`src/rtl/fetch_unit.sv`:
```
// Instruction fetch stage: issues word-aligned requests to instruction memory and
// presents fetched instructions to the IF/ID register through a buffer plus one-entry skid.
module fetch_unit #(
    parameter logic [31:0] RESET_PC = 32'h0000_0000,
    parameter logic [31:0] NOP      = 32'h0000_0000
) (
    input  logic        clk,
    input  logic        rst,
    output logic        imem_req,
    output logic [31:0] imem_addr,
    input  logic        imem_ready,
    input  logic [31:0] imem_rdata,
    input  logic        stall,
    input  logic        redirect,
    input  logic [31:0] redirect_pc,
    output logic [31:0] out_pc,
    output logic [31:0] out_instruction,
    output logic        out_valid
);

    typedef enum logic {FETCH, DRAIN} state_t;

    state_t      state_q;
    logic [31:0] pc_q;
    logic [31:0] drain_addr_q;
    logic        outst_q;
    logic        buf_valid_q;
    logic [31:0] buf_pc_q;
    logic [31:0] buf_inst_q;
    logic        skid_valid_q;
    logic [31:0] skid_pc_q;
    logic [31:0] skid_inst_q;

    logic        accept;
    logic        resp_keep;
    logic [31:0] resp_pc;
    logic [31:0] redirect_pc_d;
    logic [1:0]  unused_redirect_lo;

    // A request that has been raised but not accepted must be held, so it also keeps imem_req high.
    assign imem_req  = !rst && ((state_q == DRAIN) || !skid_valid_q || outst_q);
    assign imem_addr = (state_q == DRAIN) ? drain_addr_q : pc_q;
    assign accept    = imem_req && imem_ready;
    assign resp_keep = accept && (state_q == FETCH) && !redirect;
    assign resp_pc   = imem_addr + 32'd4;

    assign redirect_pc_d      = {redirect_pc[31:2], 2'b00};
    assign unused_redirect_lo = redirect_pc[1:0];

    assign out_pc          = buf_pc_q;
    assign out_instruction = buf_inst_q;
    assign out_valid       = buf_valid_q;

    always_ff @(posedge clk) begin
        if (rst) begin
            state_q      <= FETCH;
            pc_q         <= {RESET_PC[31:2], 2'b00};
            outst_q      <= 1'b0;
            buf_valid_q  <= 1'b0;
            buf_pc_q     <= 32'h0;
            buf_inst_q   <= NOP;
            skid_valid_q <= 1'b0;
        end else begin
            outst_q <= imem_req && !imem_ready;
            if (redirect) begin
                buf_valid_q  <= 1'b0;
                buf_inst_q   <= NOP;
                skid_valid_q <= 1'b0;
                pc_q         <= redirect_pc_d;
                // A pending request cannot be withdrawn; remember its address and drain it.
                if (state_q == FETCH && imem_req && !imem_ready) begin
                    state_q      <= DRAIN;
                    drain_addr_q <= pc_q;
                end else if (state_q == DRAIN && imem_ready) begin
                    state_q <= FETCH;
                end
            end else begin
                if (state_q == DRAIN) begin
                    if (imem_ready) begin
                        state_q <= FETCH;
                    end
                end else if (accept) begin
                    pc_q <= pc_q + 32'd4;
                end

                if (!stall) begin
                    if (skid_valid_q) begin
                        buf_valid_q  <= 1'b1;
                        buf_pc_q     <= skid_pc_q;
                        buf_inst_q   <= skid_inst_q;
                        skid_valid_q <= resp_keep;
                        if (resp_keep) begin
                            skid_pc_q   <= resp_pc;
                            skid_inst_q <= imem_rdata;
                        end
                    end else if (resp_keep) begin
                        buf_valid_q <= 1'b1;
                        buf_pc_q    <= resp_pc;
                        buf_inst_q  <= imem_rdata;
                    end else begin
                        buf_valid_q <= 1'b0;
                        buf_inst_q  <= NOP;
                    end
                end else if (resp_keep) begin
                    if (!buf_valid_q) begin
                        buf_valid_q <= 1'b1;
                        buf_pc_q    <= resp_pc;
                        buf_inst_q  <= imem_rdata;
                    end else begin
                        skid_valid_q <= 1'b1;
                        skid_pc_q    <= resp_pc;
                        skid_inst_q  <= imem_rdata;
                    end
                end
            end
        end
    end

endmodule

```
`config.mk`:
```
export PLATFORM = sky130hd
export DESIGN_NAME = fetch_unit
export DESIGN_NICKNAME = d
export VERILOG_FILES = /design/src/rtl/fetch_unit.sv
export SDC_FILE = /design/constraint.sdc
export NUM_CORES = 1
export LEC_CHECK = 0
export BUFFER_PORTS_ARGS = -buffer_cell sky130_fd_sc_hd__buf_2
export CAP_MARGIN = 20
export CORE_MARGIN = 10
export CORE_UTILIZATION = 50
export DETAILED_ROUTE_END_ITERATION = 6
export GPL_TIMING_DRIVEN = 0
export PLACE_DENSITY = 0.73
export SYNTH_ARGS = -nofsm -noshare
export SYNTH_HDL_FRONTEND = slang
export SYNTH_SLANG_ARGS = --single-unit
export TNS_END_PERCENT = 20
```
`constraint.sdc`:
```
create_clock -name clk -period 15.7 [get_ports clk]
set_clock_uncertainty 0.15 [all_clocks]
set_input_delay 0.785 -clock clk [delete_from_list [all_inputs] [get_ports clk]]
set_output_delay 0.785 -clock clk [all_outputs]
set_load 0.05 [all_outputs]
```
Yosys cells after proc, flatten, opt, wreduce, memory -nomap -nowiden
Cells that the tools add are included.
- latch bits: 0
- memories: 0
- bits in writable memories: 0
- register bits: 196
- bits of input ports: 69
- output and inout bits: 98
- memory bits (read-only): 0
- word-level logic and storage cells: 82
- reductions and logical operators: 25
- $mul: 0
- equality and inequality tests: 5
- order comparisons: 0
- mux-type cells: 36
- div/mod/pow operators: 0
- shifts and indexed selects: 0
- $add $sub $neg: 2
- bitwise logic cells: 3
- operators by type and width (cell ; count):
    32-bit 2-to-1 mux ; 23
    32-bit by 3-bit adder with 32-bit output (second input constant) ; 2
    1-bit 2-to-1 mux ; 13
    1-bit logical AND ; 8
    2-bit AND reduction ; 4
    2-bit nonzero test ; 3
    5-bit AND reduction ; 1
    1-bit logical NOT ; 4
    2-bit by 1-bit != test with 1-bit output (second input constant) ; 2
    2-bit != test (second input constant) ; 2
    4-bit AND reduction ; 1
    3-bit by 1-bit != test with 1-bit output (second input constant) ; 1
    1-bit NOT ; 3
    3-bit AND reduction ; 1
    1-bit logical OR ; 2
    2-bit OR reduction ; 1

Logic depth before layout (Yosys ltp)
Gate-level depths: netlist of run 1.
- depth in word-level cells: 10
- depth in mapped cells: 14
- depth with buffers taken out: 9

Least setup slack after synthesis of run 1
Ideal clock, no wire load.
- path type: register to register
- start point: register state_q
- end point: register drain_addr_q[10], enable pin
- period minus slack after synthesis: 5657 ps
- buffers on the path: 4
- arrival time: 5014 ps
- data required time: 15057 ps
- path slack: 10043 ps
- setup time: 493 ps
- stages on the path, launching flop included: 9
- cell sequence: dfxtp_1 > buf_2 > buf_2 > buf_2 > buf_2 > nor2_1 > nor2_1 > nand2_1 > nor4_1
- word-level cells in the longest chain between the ends: 6
- elaborated cells between the ends (all ways): 7
- those cells by class: bitwise (1); reduce/logical (6)
- ends and longest elaborated chain (item ; line ; text):
    from (decl) ; 23 ; state_t state_q;
    from (signal assigned) ; 56 ; state_q <= FETCH;
    from (signal assigned) ; 72 ; state_q <= DRAIN;
    from (signal assigned) ; 75 ; state_q <= FETCH;
    1-bit logical OR (2 in a row) ; 41 ; assign imem_req = !rst && ((state_q == DRAIN) || !skid_valid_q || outst_q);
    1-bit logical AND ; 41 ;
    named net imem_req ; 9 ; output logic imem_req,
    1-bit logical AND (2 in a row) ; 71 ; if (state_q == FETCH && imem_req && !imem_ready) begin
    3-bit AND reduction (no line) ; n/a ;
    to (signal assigned) ; 73 ; drain_addr_q <= pc_q;
    to (decl) ; 25 ; logic [31:0] drain_addr_q;
The timed path passes the listed nets, and every way through them passes these cells.
A chain may end at the register's enable or synchronous reset.

Worst setup path after layout of run 1
- start point: register state_q
- end point: register buf_pc_q[26], in the netlist out_pc[26]
- elaborated cells between the ends (all ways): 17
- those cells by class: add/sub (1); eq/ne (1); mux (6); bitwise (1); reduce/logical (8)
- RTL lines (item ; line ; text):
    32-bit 2-to-1 mux * ; 42 ; assign imem_addr = (state_q == DRAIN) ? drain_addr_q : pc_q;
    32-bit by 3-bit adder with 32-bit output * ; 45 ; assign resp_pc = imem_addr + 32'd4;
    named net resp_pc[26] ; 36 ; logic [31:0] resp_pc;
    32-bit 2-to-1 mux, on equally long branches ; 96, 105 ;
    32-bit 2-to-1 mux, on equally long branches ; 87, 104 ;
    32-bit 2-to-1 mux * ; 86 ; if (!stall) begin
    to (signal assigned) ; 89 ; buf_pc_q <= skid_pc_q;
    to (signal assigned) ; 98 ; buf_pc_q <= resp_pc;
    to (signal assigned) ; 107 ; buf_pc_q <= resp_pc;
    to (decl) ; 28 ; logic [31:0] buf_pc_q;
Mark *: on every way through the listed nets, which the timed path passes. The rest lies on a longest branch. The select of a mux whose other input is x is not followed.

==> results of run 1 <==
==> worst max-delay path: cells and delay by family (launching register included) <==
kind / cells / cell delay, ns
compound gates: 2 / 0.46
xor+xnor: 1 / 0.33
fa+ha+maj: 1 / 0.20
buf+inv: 7 / 1.42
flops: 1 / 0.38
mux: 1 / 0.18
simple gates: 2 / 0.67
==> sequential cells by signal (all words and copies together) (netlist names) <==
register,flops
out_instruction,32
skid_inst_q,32
drain_addr_q,30
out_pc,30
pc_q,30
skid_pc_q,30
out_valid,1
outst_q,1
skid_valid_q,1
state_q,1
==> metrics by stage <==
step / std cells / total power, mW / setup slack, ns / hold slack [ns]
2_1_floorplan: 834 / 0.6590 / 10.04 / 0.2564
6_report: 1252 / 1.108 / 11.84 / 0.2806
3_5_place_dp: 1219 / 0.7078 / 11.87 / 0.2629
4_1_cts: 1251 / 1.110 / 11.86 / 0.2788
3_3_place_gp: 1214 / 0.7057 / 8.498 / 0.2581
5_1_grt: 1251 / 1.145 / 11.54 / 0.2873
==> final timing paths <==
check / start / to / slack [ns] / depth (start not counted)
hold reg to reg: pc_q[9]$_SDFFE_PP0P_ / drain_addr_q[9]$_DFFE_PP_ / 0.28 / 0
setup reg to reg: state_q$_SDFFE_PP0P_ / out_pc[26]$_SDFFE_PP0P_ / 11.84 / 14
setup / recovery: state_q$_SDFFE_PP0P_ / out_pc[26]$_SDFFE_PP0P_ / 11.84 / 14
hold / removal: pc_q[9]$_SDFFE_PP0P_ / drain_addr_q[9]$_DFFE_PP_ / 0.28 / 0
==> report_power, final <==
part           switching (mW)  internal (mW)  total (mW)
Sequential             0.0127          0.529       0.542
Combinational           0.112         0.0445       0.156
Clock                   0.200          0.210       0.410
Total                   0.324          0.784        1.11
==> cells in the mapped netlist, types with 9 or more instances <==
cell type	instances
mux2i_1	14
and4_1	9
xor2_1	13
o21ai_0	16
nor3_1	42
nand4_1	17
a221oi_1	28
inv_1	20
clkbuf_1	46
nor4_1	9
a21oi_1	44
nand3_1	24
a211oi_1	21
edfxtp_1	92
nand2_1	91
xnor2_1	38
mux2_2	13
dfxtp_1	96
nor2_1	82
==> area by class of cell <==
type | instances | area, um^2
antenna | 1 | 2.502
buffer | 59 | 257.7
clock buffer | 19 | 432.9
clock inverter | 13 | 121.4
fill | 1415 | 6396
inverter | 20 | 75.07
multi-input combinational | 567 | 3518
sequential | 188 | 4684
tap | 220 | 275.3
timing repair buffer | 165 | 878.3
==> cell families after synthesis <==
family	Yosys count	share of synthesized area (%)
simple gates	320	18.50
flops	188	55.07
compound gates	163	13.56
buf+inv	79	3.912
xor+xnor	51	5.251
mux	27	3.368
fa+ha+maj	2	0.2941
other cells	1	0.04408
==> metal layers <==
| metal | share of wire, % | vias up | global-route usage, % |
|---|---|---|---|
| met5 | 0 | - | 0 |
| met4 | 2.2 | 0 | 7.775 |
| met3 | 8.3 | 44 | 5.582 |
| met2 | 46 | 297 | 33.07 |
| met1 | 43 | 3448 | 27.62 |
| li1 | - | 3424 | - |
==> impl_metrics.csv, run 1 <==
group,metric,value,unit
status,status,"finished clean",
die,die_w,150.4,um
yosys,synth_edf_count,92,
clocking,worstSkewPairLatency,0.44,ns
cells_and_area,mostFrequentLayoutCell,"buf_2",
detailed_routing,drt-total-wl,24.23,mm
die,die_h,150.4,um
global_route,grt_use_total,21.15,%
timing,finalSetupTns,0,ns
cells_and_area,drive_above_1_share,22.79,%
yosys,synth_area,8507,um^2
run,max_cap_viol_count,0,
detailed_routing,drt_iter0_markers,641,
detailed_routing,vias_per_cell,5.761,
clocking,cts_sinks,188,
place,io_buffers,160,
clocking,cts_hold_buf,0,
clocking,cts_buffer_depth,2,
cells_and_area,layout_common_cells,"buf_2, dfxtp_1, edfxtp_1",
setup_path,required,15.94,ns
cells_and_area,post-route-util,61.57,%
clocking,cts-root-buf,"clkbuf_16",
yosys,yosys-top-cells-area,"edfxtp_1, dfxtp_1, nand2_1",
timing,setup_viol,0,
global_route,grt_pass1_vias,6963,
yosys,syn_area_per_cell,10.24,um^2
global_route,grt_max_degree,25,
yosys,synth_top_area_cell,"edfxtp_1",
timing,slew_violations,0,
die,design.die.area,22630,um^2
cells_and_area,fin_area,10250,um^2
clocking,cts_setup_buffers,0,
timing,fin_crit,3.864,ns
power_and_ir_drop,p_leak,4.031,nW
place,dpl.hpwl,18.46,mm
yosys,yosys.area.top_type_share,32.48,%
clocking,cts.clk_slew.worst_paths,0.07,ns
yosys,synth.distinct_cells,66,
timing,post-route-period-util,24.61,%
setup_path,critPathLaunchType,"flip-flop",
clocking,htree_levels,4,
timing,maxSlewHeadroom,34.09,%
detailed_routing,postRouteAntennaNets,0,
place,gp_congestion,0.9290,
power_and_ir_drop,ir_worst_vdd,0.00008117,V
setup_path,cp.arrival,4.10,ns
yosys,postSynth.topFlopCell,"dfxtp_1",
timing,hold_viol_final,0,
yosys,yosysWarnings,0,
detailed_routing,wl_per_cell,19.35,um
die,start_util,51.12,%
timing,fmax,0.2588,GHz
place,dpl-instance-area,9689,um^2
detailed_routing,dr.pass1.iters,5,
die,io_pins,167,
die,coreArea,16640,um^2
global_route,grt_pass1_wl,37.81,mm
global_route,antenna_found_initial,0,
timing,worst_slew_pin_slew,0.9804,ns
hold_path,hold_path_class,"reg2reg",
yosys,synthCells,831,
setup_path,cp-end-kind,"flip-flop",
global_route,grt-ovfl-total,0,
yosys,async_reset_ff_share,0,%
power_and_ir_drop,power_density,108.2,nW/um^2
detailed_routing,drc,0,
setup_path,path_common_cell,"buf_2",
cells_and_area,num-nets-final,1089,
setup_path,cp_max_fo,10,
setup_path,cpPeakStageDelay,0.51,ns
clocking,cts_resized,0,
die,rows,47,
yosys,ys_seq_area_share,55.07,%
cells_and_area,syn2layout_area_growth,20.44,%
clocking,cts_buffers,17,
detailed_routing,vias,7213,
timing,rsz0062_at_grt,"no",
setup_path,slowest_stage,"nor4_1",
clocking,cts_tree,"yes",
yosys,synth_seq_cells,188,
setup_path,crit_chain,"buf_2 -> buf_2 -> buf_2 -> buf_2 -> mux2i_1 -> inv_1 -> ha_1 -> inv_1 -> a211o_1 -> buf_6 -> nor4_1 -> nand3_1 -> xnor2_1 -> a21bo_2",
setup_path,crit_type,"reg2reg",
Power figures use the tool's default switching activity.
==> inputs of run 2 (changes only) <==
==> constraint.sdc (replaced) <==
create_clock -name clk -period 3.6 [get_ports clk]
set_clock_uncertainty 0.15 [all_clocks]
set_input_delay 0.18 -clock clk [delete_from_list [all_inputs] [get_ports clk]]
set_output_delay 0.18 -clock clk [all_outputs]
set_load 0.05 [all_outputs]
==> run 2 against run 1 <==
Effect of this change:
- total power grew to 4.4 times the previous value
- non-clock buffer count is 63 higher
- via count is 3.1% higher
==> impl_metrics.csv, run 2 (same netlist as run 1, synthesis figures left out) <==
group,metric,value,unit
clocking,cts-root-buf,"clkbuf_16",
global_route,grt_pass1_wl,39.56,mm
cells_and_area,drive_above_1_share,21.85,%
cells_and_area,layout_common_cells,"buf_2, dfxtp_1, edfxtp_1",
detailed_routing,drc,0,
die,start_util,51.12,%
cells_and_area,final_cell_count_no_fill,1314,
cells_and_area,diodes,0,
timing,slew_violations,0,
die,rows,47,
detailed_routing,dr.pass1.iters,7,
clocking,htree_levels,4,
setup_path,cp_num_buf_inv,6,
detailed_routing,vias,7435,
detailed_routing,vias_per_cell,5.658,
place,io_buffers,160,
place,dpl-instance-area,9698,um^2
detailed_routing,postRouteAntennaNets,0,
power_and_ir_drop,p_leak,4.295,nW
cells_and_area,post-route-util,65.58,%
place,dp.cells,1218,
setup_path,critPathLaunchType,"flip-flop",
global_route,grt_max_degree,32,
clocking,cts_buffers,17,
setup_path,required,3.78,ns
timing,worst_slew_pin_slew,0.9723,ns
setup_path,cp_max_fo,19,
cells_and_area,syn2layout_area_growth,28.30,%
timing,setup_viol,0,
clocking,cts.clk_slew.worst_paths,0.08,ns
clocking,cts_tree,"yes",
timing,fin_crit,3.344,ns
clocking,cts_sinks,188,
place,gp_congestion,0.9193,
setup_path,cp.arrival,3.52,ns
cells_and_area,mostFrequentLayoutCell,"buf_2",
power_and_ir_drop,power_density,447.4,nW/um^2
clocking,worstSkewPairLatency,0.44,ns
run,max_cap_viol_count,0,
cells_and_area,n_fill_cell,1310,
setup_path,slowest_stage,"or4_4",
cells_and_area,fin_area,10910,um^2
timing,layout_setup_ws,0.2563,ns
global_route,grt_use_total,22.31,%
timing,hold_viol_final,0,
timing,post-route-period-util,92.88,%
global_route,grt-ovfl-total,0,
detailed_routing,wl_per_cell,19.48,um
die,io_pins,167,
global_route,antenna_found_initial,0,
place,dpl.hpwl,18.86,mm
place,dpl_worst_slack,-0.3985,ns
die,coreArea,16640,um^2
die,die_h,150.4,um
hold_path,hold_path_class,"in2reg",
power_and_ir_drop,ir_worst_vdd,0.0003618,V
status,status,"finished clean",
timing,maxSlewHeadroom,34.64,%
die,die_w,150.4,um
timing,finalSetupTns,0,ns
timing,fmax,0.2991,GHz
timing,rsz0062_at_grt,"no",
setup_path,cpPeakStageDelay,0.58,ns
setup_path,critPathTopFamily,"buffers and inverters",
die,design.die.area,22630,um^2
detailed_routing,drt_iter0_markers,688,
setup_path,crit_type,"reg2reg",
global_route,grt_pass1_vias,7223,
clocking,cts_buffer_depth,2,
setup_path,cp-end-kind,"flip-flop",
detailed_routing,drt-total-wl,25.60,mm
setup_path,crit_chain,"buf_4 -> buf_4 -> buf_8 -> mux2i_1 -> inv_1 -> ha_1 -> inv_1 -> a211o_1 -> buf_6 -> or4_4 -> nor3_2 -> xnor2_1 -> a21bo_1",
cells_and_area,num-nets-final,1152,
[run 2: changes by cell type in the layout (fill, tap and decap cells not counted), sizes merged]
| cell | before | now |
|---|---|---|
| diode | 1 | 0 |
| inv | 29 | 28 |
| clkbuf | 65 | 63 |
| dlygate4sd3 | 0 | 63 |
| clkinvlp | 0 | 1 |
| clkinv | 4 | 6 |
[run 2: what timing repair did]
action,in CTS,in global routing
buffers inserted,2,0
pin swaps,1,0
hold buffers,63,0
hold endpoints to repair,101,0
endpoints found under the setup margin,18,14
resized for setup,5,2
[run 2: worst min-delay path: stages]
cell,delay (ns)
buf_2,0.14
nand2_1,0.15
a31oi_1,0.11
[run 2: final timing paths]
check / start / endpoint / slack (ns) / depth (start not counted)
setup reg to reg: state_q$_SDFFE_PP0P_ / out_pc[28]$_SDFFE_PP0P_ / 0.26 / 13
setup / recovery: state_q$_SDFFE_PP0P_ / out_pc[28]$_SDFFE_PP0P_ / 0.26 / 13
hold reg to reg: pc_q[9]$_SDFFE_PP0P_ / drain_addr_q[9]$_DFFE_PP_ / 0.29 / 0
hold / removal: stall / out_valid$_SDFFE_PN0P_ / 0.07 / 3
[run 2: metal layers]
layer | up-vias | track usage, % | wire, um
met1 | 3500 | 29.60 | 10810
met5 | - | 0 | 0
li1 | 3541 | - | -
met3 | 46 | 4.442 | 2137
met2 | 348 | 35.74 | 12080
met4 | 0 | 7.483 | 568
[run 2: final cells by class]
type,instances,area (um^2),area share (%)
Timing Repair Buffer,229,1516,13.89
Clock inverter,15,128.9,1.181
Multi-Input combinational cell,567,3541,32.44
Tap cell,220,275.3,2.522
Inverter,20,75.07,0.6878
Sequential cell,188,4684,42.92
Clock buffer,17,425.4,3.898
Buffer,58,267.8,2.453
[run 2: power by group]
part	total, mW	internal (mW)	switching, mW
sequential	2.37	2.31	0.0558
clock	1.77	0.908	0.866
combinational	0.744	0.243	0.501
total	4.88	3.46	1.42
[run 2: stage by stage]
step	power, mW	hold WS (ns)
3_5_place_dp	3.090	0.2257
2_1_floorplan	2.876	0.1068
5_1_grt	5.039	0.07308
6_report	4.883	0.06732
4_1_cts	4.885	0.03575
3_3_place_gp	3.078	0.2258
